<file path="config.mk">
export PLATFORM = sky130hd
export DESIGN_NAME = multi_gate_lot_flat
export DESIGN_NICKNAME = d
export VERILOG_FILES = /design/src/rtl/lot_pkg.sv /design/src/rtl/multi_gate_lot_if.sv /design/src/rtl/lot_gate_fsm.sv /design/src/rtl/multi_gate_lot.sv /design/src/flat_wrapper.sv
export SDC_FILE = /design/constraint.sdc
export NUM_CORES = 1
export LEC_CHECK = 0
export BUFFER_PORTS_ARGS = -buffer_cell sky130_fd_sc_hd__buf_2
export CORE_MARGIN = 3
export CORE_UTILIZATION = 35
export CTS_BUF_LIST = sky130_fd_sc_hd__clkbuf_16
export DETAILED_ROUTE_END_ITERATION = 6
export GPL_ROUTABILITY_DRIVEN = 0
export PLACE_DENSITY_LB_ADDON = 0.05
export SETUP_SLACK_MARGIN = 0.4
export SYNTH_ARGS = -nofsm -noshare
export SYNTH_HDL_FRONTEND = slang
export SYNTH_SLANG_ARGS = --single-unit
</file>
<file path="constraint.sdc">
create_clock -name clk -period 3.8 [get_ports clk]
set_input_delay 0.38 -clock clk [delete_from_list [all_inputs] [get_ports clk]]
set_output_delay 0.38 -clock clk [all_outputs]
set_load 0.02 [all_outputs]
</file>
<file path="src/rtl/lot_pkg.sv">
// Shared types and helpers for the multi-gate parking-lot controller.
//   gate_state_t : per-gate passage recogniser states
//   to_bcd()     : binary occupancy -> {hundreds, tens, ones}
//   MAX_GATES / MAX_CAPACITY : upper limits for the lot parameters
package lot_pkg;

  localparam int MAX_GATES    = 8;
  localparam int MAX_CAPACITY = 999;

  // Widths sized for the largest legal lot.
  localparam int EVW   = $clog2(MAX_GATES + 1);
  localparam int BCD_W = $clog2(MAX_CAPACITY + 1);

  typedef enum logic [2:0] {
    IDLE,
    EN_A,
    EN_AB,
    EN_B,
    EX_B,
    EX_BA,
    EX_A
  } gate_state_t;

  // Shift-add-3 conversion; returns {hundreds, tens, ones}.
  function automatic logic [11:0] to_bcd(input logic [BCD_W-1:0] bin);
    logic [11:0] bcd;
    bcd = '0;
    for (int i = BCD_W - 1; i >= 0; i--) begin
      if (bcd[3:0] > 4'd4)  bcd[3:0]  = bcd[3:0]  + 4'd3;
      if (bcd[7:4] > 4'd4)  bcd[7:4]  = bcd[7:4]  + 4'd3;
      if (bcd[11:8] > 4'd4) bcd[11:8] = bcd[11:8] + 4'd3;
      bcd = {bcd[10:0], bin[i]};
    end
    return bcd;
  endfunction

endpackage

</file>
<file path="src/rtl/multi_gate_lot_if.sv">
// Sensor / display bundle of the parking-lot controller.
//   a_raw, b_raw     : raw outer / inner beams per gate (1 = blocked)
//   count            : occupancy
//   ones/tens/hundreds : BCD of count
//   full, clear      : count == CAPACITY / count == 0
//   inc_evt, dec_evt : one-cycle pulses per completed entry / exit per gate
//   err_over, err_under : sticky drop flags
// master = sensor side (drives beams), slave = controller.
interface multi_gate_lot_if #(
  parameter int N_GATES  = 2,
  parameter int CAPACITY = 25
);
  localparam int CW = $clog2(CAPACITY + 1);

  logic [N_GATES-1:0] a_raw;
  logic [N_GATES-1:0] b_raw;
  logic [CW-1:0]      count;
  logic [3:0]         ones;
  logic [3:0]         tens;
  logic [3:0]         hundreds;
  logic               full;
  logic               clear;
  logic [N_GATES-1:0] inc_evt;
  logic [N_GATES-1:0] dec_evt;
  logic               err_over;
  logic               err_under;

  modport master (
    output a_raw, b_raw,
    input  count, ones, tens, hundreds, full, clear,
    input  inc_evt, dec_evt, err_over, err_under
  );

  modport slave (
    input  a_raw, b_raw,
    output count, ones, tens, hundreds, full, clear,
    output inc_evt, dec_evt, err_over, err_under
  );
endinterface

</file>
<file path="src/rtl/lot_gate_fsm.sv">
// One gate: two-flop synchroniser on each beam plus the passage recogniser.
//   clk, reset : system clock, synchronous active-high reset
//   a_raw      : outer beam (asynchronous)
//   b_raw      : inner beam (asynchronous)
//   inc_evt    : registered one-cycle pulse on a completed entry
//   dec_evt    : registered one-cycle pulse on a completed exit
module lot_gate_fsm
  import lot_pkg::*;
(
  input  logic clk,
  input  logic reset,
  input  logic a_raw,
  input  logic b_raw,
  output logic inc_evt,
  output logic dec_evt
);

  // Bit 0 is the first stage, bit 1 the stage the FSM consumes.
  logic [1:0] a_sync_reg;
  logic [1:0] b_sync_reg;
  logic [1:0] ab;

  gate_state_t state_reg;
  logic        inc_evt_reg;
  logic        dec_evt_reg;

  always_ff @(posedge clk) begin
    if (reset) begin
      a_sync_reg <= '0;
      b_sync_reg <= '0;
    end else begin
      a_sync_reg <= {a_sync_reg[0], a_raw};
      b_sync_reg <= {b_sync_reg[0], b_raw};
    end
  end

  assign ab = {a_sync_reg[1], b_sync_reg[1]};

  // Entry path a -> ab -> b -> clear, exit path is the mirror image.
  // Anything out of order falls back to IDLE without an event.
  always_ff @(posedge clk) begin
    if (reset) begin
      state_reg   <= IDLE;
      inc_evt_reg <= 1'b0;
      dec_evt_reg <= 1'b0;
    end else begin
      inc_evt_reg <= 1'b0;
      dec_evt_reg <= 1'b0;
      case (state_reg)
        IDLE: begin
          // 11 from IDLE has no known direction and is ignored.
          case (ab)
            2'b10:   state_reg <= EN_A;
            2'b01:   state_reg <= EX_B;
            default: state_reg <= IDLE;
          endcase
        end
        EN_A: begin
          case (ab)
            2'b11:   state_reg <= EN_AB;
            2'b10:   state_reg <= EN_A;
            default: state_reg <= IDLE;   // backed out or no overlap
          endcase
        end
        EN_AB: begin
          case (ab)
            2'b01:   state_reg <= EN_B;
            2'b10:   state_reg <= EN_A;
            2'b00:   state_reg <= IDLE;
            default: state_reg <= EN_AB;
          endcase
        end
        EN_B: begin
          case (ab)
            2'b00: begin
              state_reg   <= IDLE;
              inc_evt_reg <= 1'b1;
            end
            2'b11:   state_reg <= EN_AB;
            2'b01:   state_reg <= EN_B;
            default: state_reg <= IDLE;
          endcase
        end
        EX_B: begin
          case (ab)
            2'b11:   state_reg <= EX_BA;
            2'b01:   state_reg <= EX_B;
            default: state_reg <= IDLE;
          endcase
        end
        EX_BA: begin
          case (ab)
            2'b10:   state_reg <= EX_A;
            2'b01:   state_reg <= EX_B;
            2'b00:   state_reg <= IDLE;
            default: state_reg <= EX_BA;
          endcase
        end
        EX_A: begin
          case (ab)
            2'b00: begin
              state_reg   <= IDLE;
              dec_evt_reg <= 1'b1;
            end
            2'b11:   state_reg <= EX_BA;
            2'b10:   state_reg <= EX_A;
            default: state_reg <= IDLE;
          endcase
        end
        default: state_reg <= IDLE;
      endcase
    end
  end

  assign inc_evt = inc_evt_reg;
  assign dec_evt = dec_evt_reg;

endmodule

</file>
<file path="src/rtl/multi_gate_lot.sv">
// Parking-lot occupancy controller for N_GATES two-beam gates.
//   clk, reset : system clock, synchronous active-high reset
//   bus        : slave side of multi_gate_lot_if (beams in; count, BCD,
//                full/clear, per-gate event pulses, sticky errors out)
// Events from all gates in one cycle are merged into a single signed
// update so simultaneous entries and exits cancel before saturation.
module multi_gate_lot
  import lot_pkg::*;
#(
  parameter int N_GATES  = 2,
  parameter int CAPACITY = 25
) (
  input  logic                clk,
  input  logic                reset,
  multi_gate_lot_if.slave     bus
);

  localparam int CW = $clog2(CAPACITY + 1);
  localparam int SW = CW + 4;
  localparam logic signed [SW-1:0] CAP_S = SW'(CAPACITY);

  logic [N_GATES-1:0] inc_evt;
  logic [N_GATES-1:0] dec_evt;
  logic [EVW-1:0]     n_inc;
  logic [EVW-1:0]     n_dec;
  logic signed [SW-1:0] next_s;

  logic [CW-1:0] count_reg;
  logic          err_over_reg;
  logic          err_under_reg;
  logic [11:0]   bcd;

  genvar gi;
  generate
    for (gi = 0; gi < N_GATES; gi++) begin : g_gate
      lot_gate_fsm u_fsm (
        .clk     (clk),
        .reset   (reset),
        .a_raw   (bus.a_raw[gi]),
        .b_raw   (bus.b_raw[gi]),
        .inc_evt (inc_evt[gi]),
        .dec_evt (dec_evt[gi])
      );
    end
  endgenerate

  always_comb begin
    n_inc = '0;
    n_dec = '0;
    for (int i = 0; i < N_GATES; i++) begin
      n_inc = n_inc + EVW'(inc_evt[i]);
      n_dec = n_dec + EVW'(dec_evt[i]);
    end
  end

  assign next_s = signed'(SW'(count_reg)) + signed'(SW'(n_inc))
                - signed'(SW'(n_dec));

  always_ff @(posedge clk) begin
    if (reset) begin
      count_reg     <= '0;
      err_over_reg  <= 1'b0;
      err_under_reg <= 1'b0;
    end else if (next_s > CAP_S) begin
      count_reg    <= CW'(CAPACITY);
      err_over_reg <= 1'b1;
    end else if (next_s < 0) begin
      count_reg     <= '0;
      err_under_reg <= 1'b1;
    end else begin
      count_reg <= next_s[CW-1:0];
    end
  end

  assign bcd = to_bcd(BCD_W'(count_reg));

  assign bus.count     = count_reg;
  assign bus.ones      = bcd[3:0];
  assign bus.tens      = bcd[7:4];
  assign bus.hundreds  = bcd[11:8];
  assign bus.full      = (count_reg == CW'(CAPACITY));
  assign bus.clear     = (count_reg == '0);
  assign bus.inc_evt   = inc_evt;
  assign bus.dec_evt   = dec_evt;
  assign bus.err_over  = err_over_reg;
  assign bus.err_under = err_under_reg;

endmodule

</file>
<file path="src/flat_wrapper.sv">
// flat-port wrapper written by rule: the top's interface ports become plain ports
module multi_gate_lot_flat import lot_pkg::*;
#(
  parameter int N_GATES  = 2,
  parameter int CAPACITY = 25
)
  (clk, reset, bus_a_raw, bus_b_raw, bus_count, bus_ones, bus_tens, bus_hundreds, bus_full, bus_clear, bus_inc_evt, bus_dec_evt, bus_err_over, bus_err_under);
  multi_gate_lot_if #(.N_GATES(N_GATES), .CAPACITY(CAPACITY)) bus_i ();
  input  logic clk;
  input  logic reset;
  input wire logic [$bits(bus_i.a_raw)-1:0] bus_a_raw;
  input wire logic [$bits(bus_i.b_raw)-1:0] bus_b_raw;
  output wire logic [$bits(bus_i.count)-1:0] bus_count;
  output wire logic [$bits(bus_i.ones)-1:0] bus_ones;
  output wire logic [$bits(bus_i.tens)-1:0] bus_tens;
  output wire logic [$bits(bus_i.hundreds)-1:0] bus_hundreds;
  output wire logic [$bits(bus_i.full)-1:0] bus_full;
  output wire logic [$bits(bus_i.clear)-1:0] bus_clear;
  output wire logic [$bits(bus_i.inc_evt)-1:0] bus_inc_evt;
  output wire logic [$bits(bus_i.dec_evt)-1:0] bus_dec_evt;
  output wire logic [$bits(bus_i.err_over)-1:0] bus_err_over;
  output wire logic [$bits(bus_i.err_under)-1:0] bus_err_under;
  assign bus_i.a_raw = bus_a_raw;
  assign bus_i.b_raw = bus_b_raw;
  assign bus_count = bus_i.count;
  assign bus_ones = bus_i.ones;
  assign bus_tens = bus_i.tens;
  assign bus_hundreds = bus_i.hundreds;
  assign bus_full = bus_i.full;
  assign bus_clear = bus_i.clear;
  assign bus_inc_evt = bus_i.inc_evt;
  assign bus_dec_evt = bus_i.dec_evt;
  assign bus_err_over = bus_i.err_over;
  assign bus_err_under = bus_i.err_under;
  multi_gate_lot #(.N_GATES(N_GATES), .CAPACITY(CAPACITY)) u_core (.clk(clk), .reset(reset), .bus(bus_i));
endmodule
</file>
# Word level (Yosys, flattened, before mapping)

Index checks and enable logic that the tools add are counted.

$add $sub $neg: 6
Muxes and demuxes: 22
$lt $le $gt $ge: 4
Eq/ne operators: 19
Reduce and logical (&&, ||, !) cells: 11
Bitwise operators: 5

Operators with widths:

| operator                                                      | count |
|---|---|
| case mux 3 bit (7 select lines)                               | 2 |
| case mux 3 bit (2 select lines)                               | 6 |
| equality test 3 bit, second input constant                    | 6 |
| case mux 3 bit (3 select lines)                               | 2 |
| case mux 2 bit (2 select lines)                               | 4 |
| equality test 3 x 2 -> 1 bit, second input constant           | 4 |
| case mux 2 bit (3 select lines)                               | 2 |
| 2-to-1 mux 5 bit                                              | 2 |
| greater-than comparator 9 x 6 -> 1 bit, second input constant | 1 |
| < comparator 9 x 1 -> 1 bit, second input constant            | 1 |
| equality test 2 bit, second input constant                    | 4 |
| 2-to-1 mux 4 bit                                              | 2 |
| OR reduction 2 bit                                            | 4 |
| subtractor 6 x 2 -> 7 bit                                     | 1 |
| adder 5 x 4 -> 6 bit                                          | 1 |
| equality test 3 x 1 -> 1 bit, second input constant           | 2 |
| logical NOT 3 bit                                             | 2 |
| equality test 5 bit, second input constant                    | 1 |
| logical NOT 5 bit                                             | 1 |
| NOT 1 bit                                                     | 5 |
| adder 1 x 1 -> 2 bit                                          | 2 |
| adder 3 x 2 -> 4 bit, second input constant                   | 1 |
| adder 4 x 2 -> 4 bit, second input constant                   | 1 |
| equality test 2 x 1 -> 1 bit, second input constant           | 2 |
| 6 further kinds                                               | 8 |

Input bits: 6
Register bits after elaboration: 25
Output and inout port bits: 25
Word-level logic and storage cells: 81

# Longest topological paths before layout

Depth in word-level cells: 6
Depth in mapped cells: 14
Depth with buffers taken out: 14

# Hierarchy

Synthesis repeated with hierarchy kept, for this count alone.

Cell total of the unflattened synthesis: 207
Area, all modules: 1913.1 µm²

By module, submodules not included:

| module         | cells each | times used | seq. area each (µm²) | area each (µm²) |
|---|---|---|---|---|
| lot_gate_fsm   | 50         | 2          | 180.2                | 486.7 |
| multi_gate_lot | 107        | 1          | 140.1                | 939.7 |

# Worst setup path after synthesis

Ideal clock, no wire load.

Path kind: reg-to-reg
Start point: register u_core.g_gate[1].u_fsm.inc_evt_reg
End point: register u_core.count_reg[0], in the netlist u_core.bus.count[0]
Path slack: 237 ps
Clock period less this slack: 3563 ps
Data arrival time: 3434 ps
Stages on the path, launching flop included: 15
Cells stage by stage: dfxtp_1 -> ha_1 -> fa_1 -> inv_1 -> fa_1 -> nor2_1 -> fa_1 -> a211o_1 -> a31oi_2 -> a31o_4 -> nor2_1 -> o31ai_1 -> ha_1 -> o311ai_4 -> o21ai_1

Cells in the longest elaborated chain, start to end: 6

Ends and longest elaborated chain:

| element                     | RTL line             | RTL |
|---|---|---|
| start, declared             | lot_gate_fsm.sv:24   | `logic inc_evt_reg;` |
| start signal, assigned      | lot_gate_fsm.sv:44   | `inc_evt_reg <= 1'b0;` |
| start signal, assigned      | lot_gate_fsm.sv:47   | `inc_evt_reg <= 1'b0;` |
| start signal, assigned      | lot_gate_fsm.sv:77   | `inc_evt_reg <= 1'b1;` |
| adder 1 x 1 -> 2 bit *      | multi_gate_lot.sv:51 | `n_inc = n_inc + EVW'(inc_evt[i]);` |
| adder 5 x 4 -> 6 bit *      | multi_gate_lot.sv:56 | `assign next_s = signed'(SW'(count_reg)) + signed'(SW'(n_inc))` |
| subtractor 6 x 2 -> 7 bit * | multi_gate_lot.sv:57 | `- signed'(SW'(n_dec));` |
| < comparator 9 x 1 -> 1 bit | multi_gate_lot.sv:67 | `end else if (next_s < 0) begin` |
| 2-to-1 mux 5 bit            | multi_gate_lot.sv:67 |  |
| 2-to-1 mux 5 bit *          | multi_gate_lot.sv:64 | `end else if (next_s > CAP_S) begin` |
| end signal, assigned        | multi_gate_lot.sv:65 | `count_reg <= CW'(CAPACITY);` |
| end signal, assigned        | multi_gate_lot.sv:71 | `count_reg <= next_s[CW-1:0];` |
| end, declared               | multi_gate_lot.sv:28 | `logic [CW-1:0] count_reg;` |

Mark *: on every way between the ends. The rest lies on a longest branch, timed or not.
A chain may end at the register's enable or synchronous reset.

# Worst setup path after layout

Same ends and word-level chain as after synthesis.

==> results.cfg <==
[floorplanning]
core-area_sq_um = 5172
initial_core_util = 0.3682
io_pins = 31
die_h_um = 79.76
die-area_sq_um = 6362
die_w_um = 79.76
rows = 26

[route]
drtAntennaViolNets = 0
drt_wl_total_um = 3808
drc = 0
vias = 1442
vias_per_cell = 4.775
wl_per_cell_um = 12.61
drt_iter0_drc = 46
firstDrtPassIters = 4

[critical_path]
rrSetupSlack_ps = 350
cp-start-kind = register
crit_required_ps = 3930
crit_type = reg2reg
worstPathMaxFanout = 4
crit_arrival_ps = 3580
endpoint_kind = register

[clock_network]
cts_buffer_depth = 2
cts_sinks = 25
clk_latency_ps = 250
clk_pin_slew_worst_paths_ps = 60
root_buffer = clkbuf_16
cts_tree = yes
numCtsBuffers = 3
htreeDepth = 1

[finish]
finalNonFillerCells = 302
largest_reg_flops = 6
drive_above_1_share = 0.2500
antennaDiodeCount = 0
final_nets = 273
area_growth_syn_to_layout_pct = 17.28

[pwr]
p_leak_nw = 0.9993
power_density_nw_per_um2 = 657.6
total_power_mw = 1.469
vdd_drop_max_mv = 0.5217

[yosys]
synthXorXnorAreaFrac = 0.02760
synth_cells = 210
synth_top_area_frac = 0.2628
synthTopCellsByCount = ha_1 (31), dfxtp_1 (25), inv_1 (22)
ys_ff_latch = 25
ys_async_sr_fraction = 0
synth.area.mux_share = 0.02628
ys_seq_area_frac = 0.2628
netlist-cell-type-count = 52
yosys.area.top_type = dfxtp_1
synth_compound_area_frac = 0.1537
synth-simple-area-share = 0.1840
synth_top_family_by_area = adder cells
synthAdderAreaFrac = 0.2352
syn_area_sq_um = 1904
synth_edf_count = 0
syn_avg_cell_area_sq_um = 9.068
ys_warn_count = 0
synth.area.top_cells = dfxtp_1 (26%), ha_1 (20%), buf_4 (4.3%)
ys.flop_type = dfxtp_1
yosys.cell_count.top_type = ha_1

[timing]
max_freq_mhz = 289.8
tns_ps = 0
fin_crit_ps = 3451
holdWs_ps = 334.2
drv_slew = 0
clock_skew_ps = 2.452
rsz0062_at_grt = yes
hold_viol_final = 0
setup_viol = 0
period_share = 0.9081

[global_routing]
grt_pass1_wl_um = 6258
grt_max_degree = 19
grt.total_usage = 0.1209
grt_antenna_before_repair = 0
grt_pass1_vias = 1332
grt.overflow.total = 0

[placed_design]
placed_cells = 292
port_buffers = 24
hpwl_um = 2907

[run]
maxCapViolCount = 0

[run_status]
outcome = finished, final reports clean

[worst_hold_path]
hp-class = in2reg
cell type report:
| type | count | area [sq um] |
|---|---|---|
| Timing Repair Buffer | 31 | 172.7 |
| Clock inverter | 1 | 3.754 |
| Inverter | 23 | 86.33 |
| Fill cell | 521 | 2939 |
| Multi-Input combinational cell | 149 | 1305 |
| Sequential cell | 25 | 503.0 |
| Tap cell | 70 | 87.58 |
| Clock buffer | 3 | 75.07 |
worst paths after layout:
check                                                  start                                         endpoint  cells after the start
max reg2reg        u_core.g_gate[1].u_fsm.inc_evt$_SDFF_PP0_                   u_core.bus.count[0]$_SDFF_PP0_                     13
max                u_core.g_gate[1].u_fsm.inc_evt$_SDFF_PP0_                   u_core.bus.count[0]$_SDFF_PP0_                     13
min reg2reg  u_core.g_gate[1].u_fsm.a_sync_reg[0]$_SDFF_PP0_  u_core.g_gate[1].u_fsm.a_sync_reg[1]$_SDFF_PP0_                      1
min                                             bus_a_raw[1]  u_core.g_gate[1].u_fsm.a_sync_reg[0]$_SDFF_PP0_                      2
worst max-delay path: stages, from the launching register on:
cell and delay, ps:
dfxtp_2 330, ha_4 230, fa_1 520, inv_2 40
fa_1 520, nor2_2 50, fa_2 350, a211o_4 370
a21oi_4 160, nor2_4 70, o31ai_4 220, ha_4 270
o311ai_4 70, o21ai_1 110
routing by layer:
layer / global-route usage / vias up / routed length, um
met5: 0 / - / 0
met4: 0.01520 / 0 / 18
met3: 0.02596 / 2 / 120
met2: 0.1962 / 25 / 1774
met1: 0.1690 / 679 / 1894
li1: - / 736 / -
power breakdown:
part           total, mW  leakage [nW]  internal (mW)  switching, mW
combinational      0.918         0.751          0.395          0.523
clock              0.225        0.0423          0.140         0.0846
sequential         0.326         0.206          0.295         0.0307
total               1.47         0.999          0.830          0.638
cells by family after synthesis:
group,count (synthesis)
flip-flops,25
AND/OR/NAND/NOR,60
multiplexers,5
other,1
XOR/XNOR,6
adder cells (fa/ha/maj),34
AO/OA/AOI/OAI,38
buffers and inverters,41
placed cells by master (no fill, tap or decap), drive strengths merged, types with 3 or more instances in the layout:
cell     n
nor3b    6
a21oi   10
nor3     6
nor2b   11
xor2     4
conb     6
o21ai    7
dfxtp   25
ha      31
nand2    3
nor2    19
buf     31
fa       3
nand3    3
clkbuf   3
inv     24
a211oi   4
mux2i    5
a31oi    4
what timing repair did:
| action | 4_1_cts | 5_1_grt |
|---|---|---|
| hold buffers | 0 | 0 |
| resized for setup | 7 | 6 |
| endpoints found under the setup margin | 6 | 7 |
| hold endpoints to repair | 0 | 0 |
| setup buffers | 2 | 4 |
| pin swaps | 10 | 5 |
metrics by stage:
step,area [sq um],util,setup slack (ps)
after CTS,2166,0.4187,206.9
after floorplan,1943,-,401.1
after global routing,2233,0.4318,222.3
after global placement,2038,0.3940,281.7
final,2233,0.4318,349.4
after detailed placement,2038,0.3940,149.4
(Power assumes the default switching activity.)
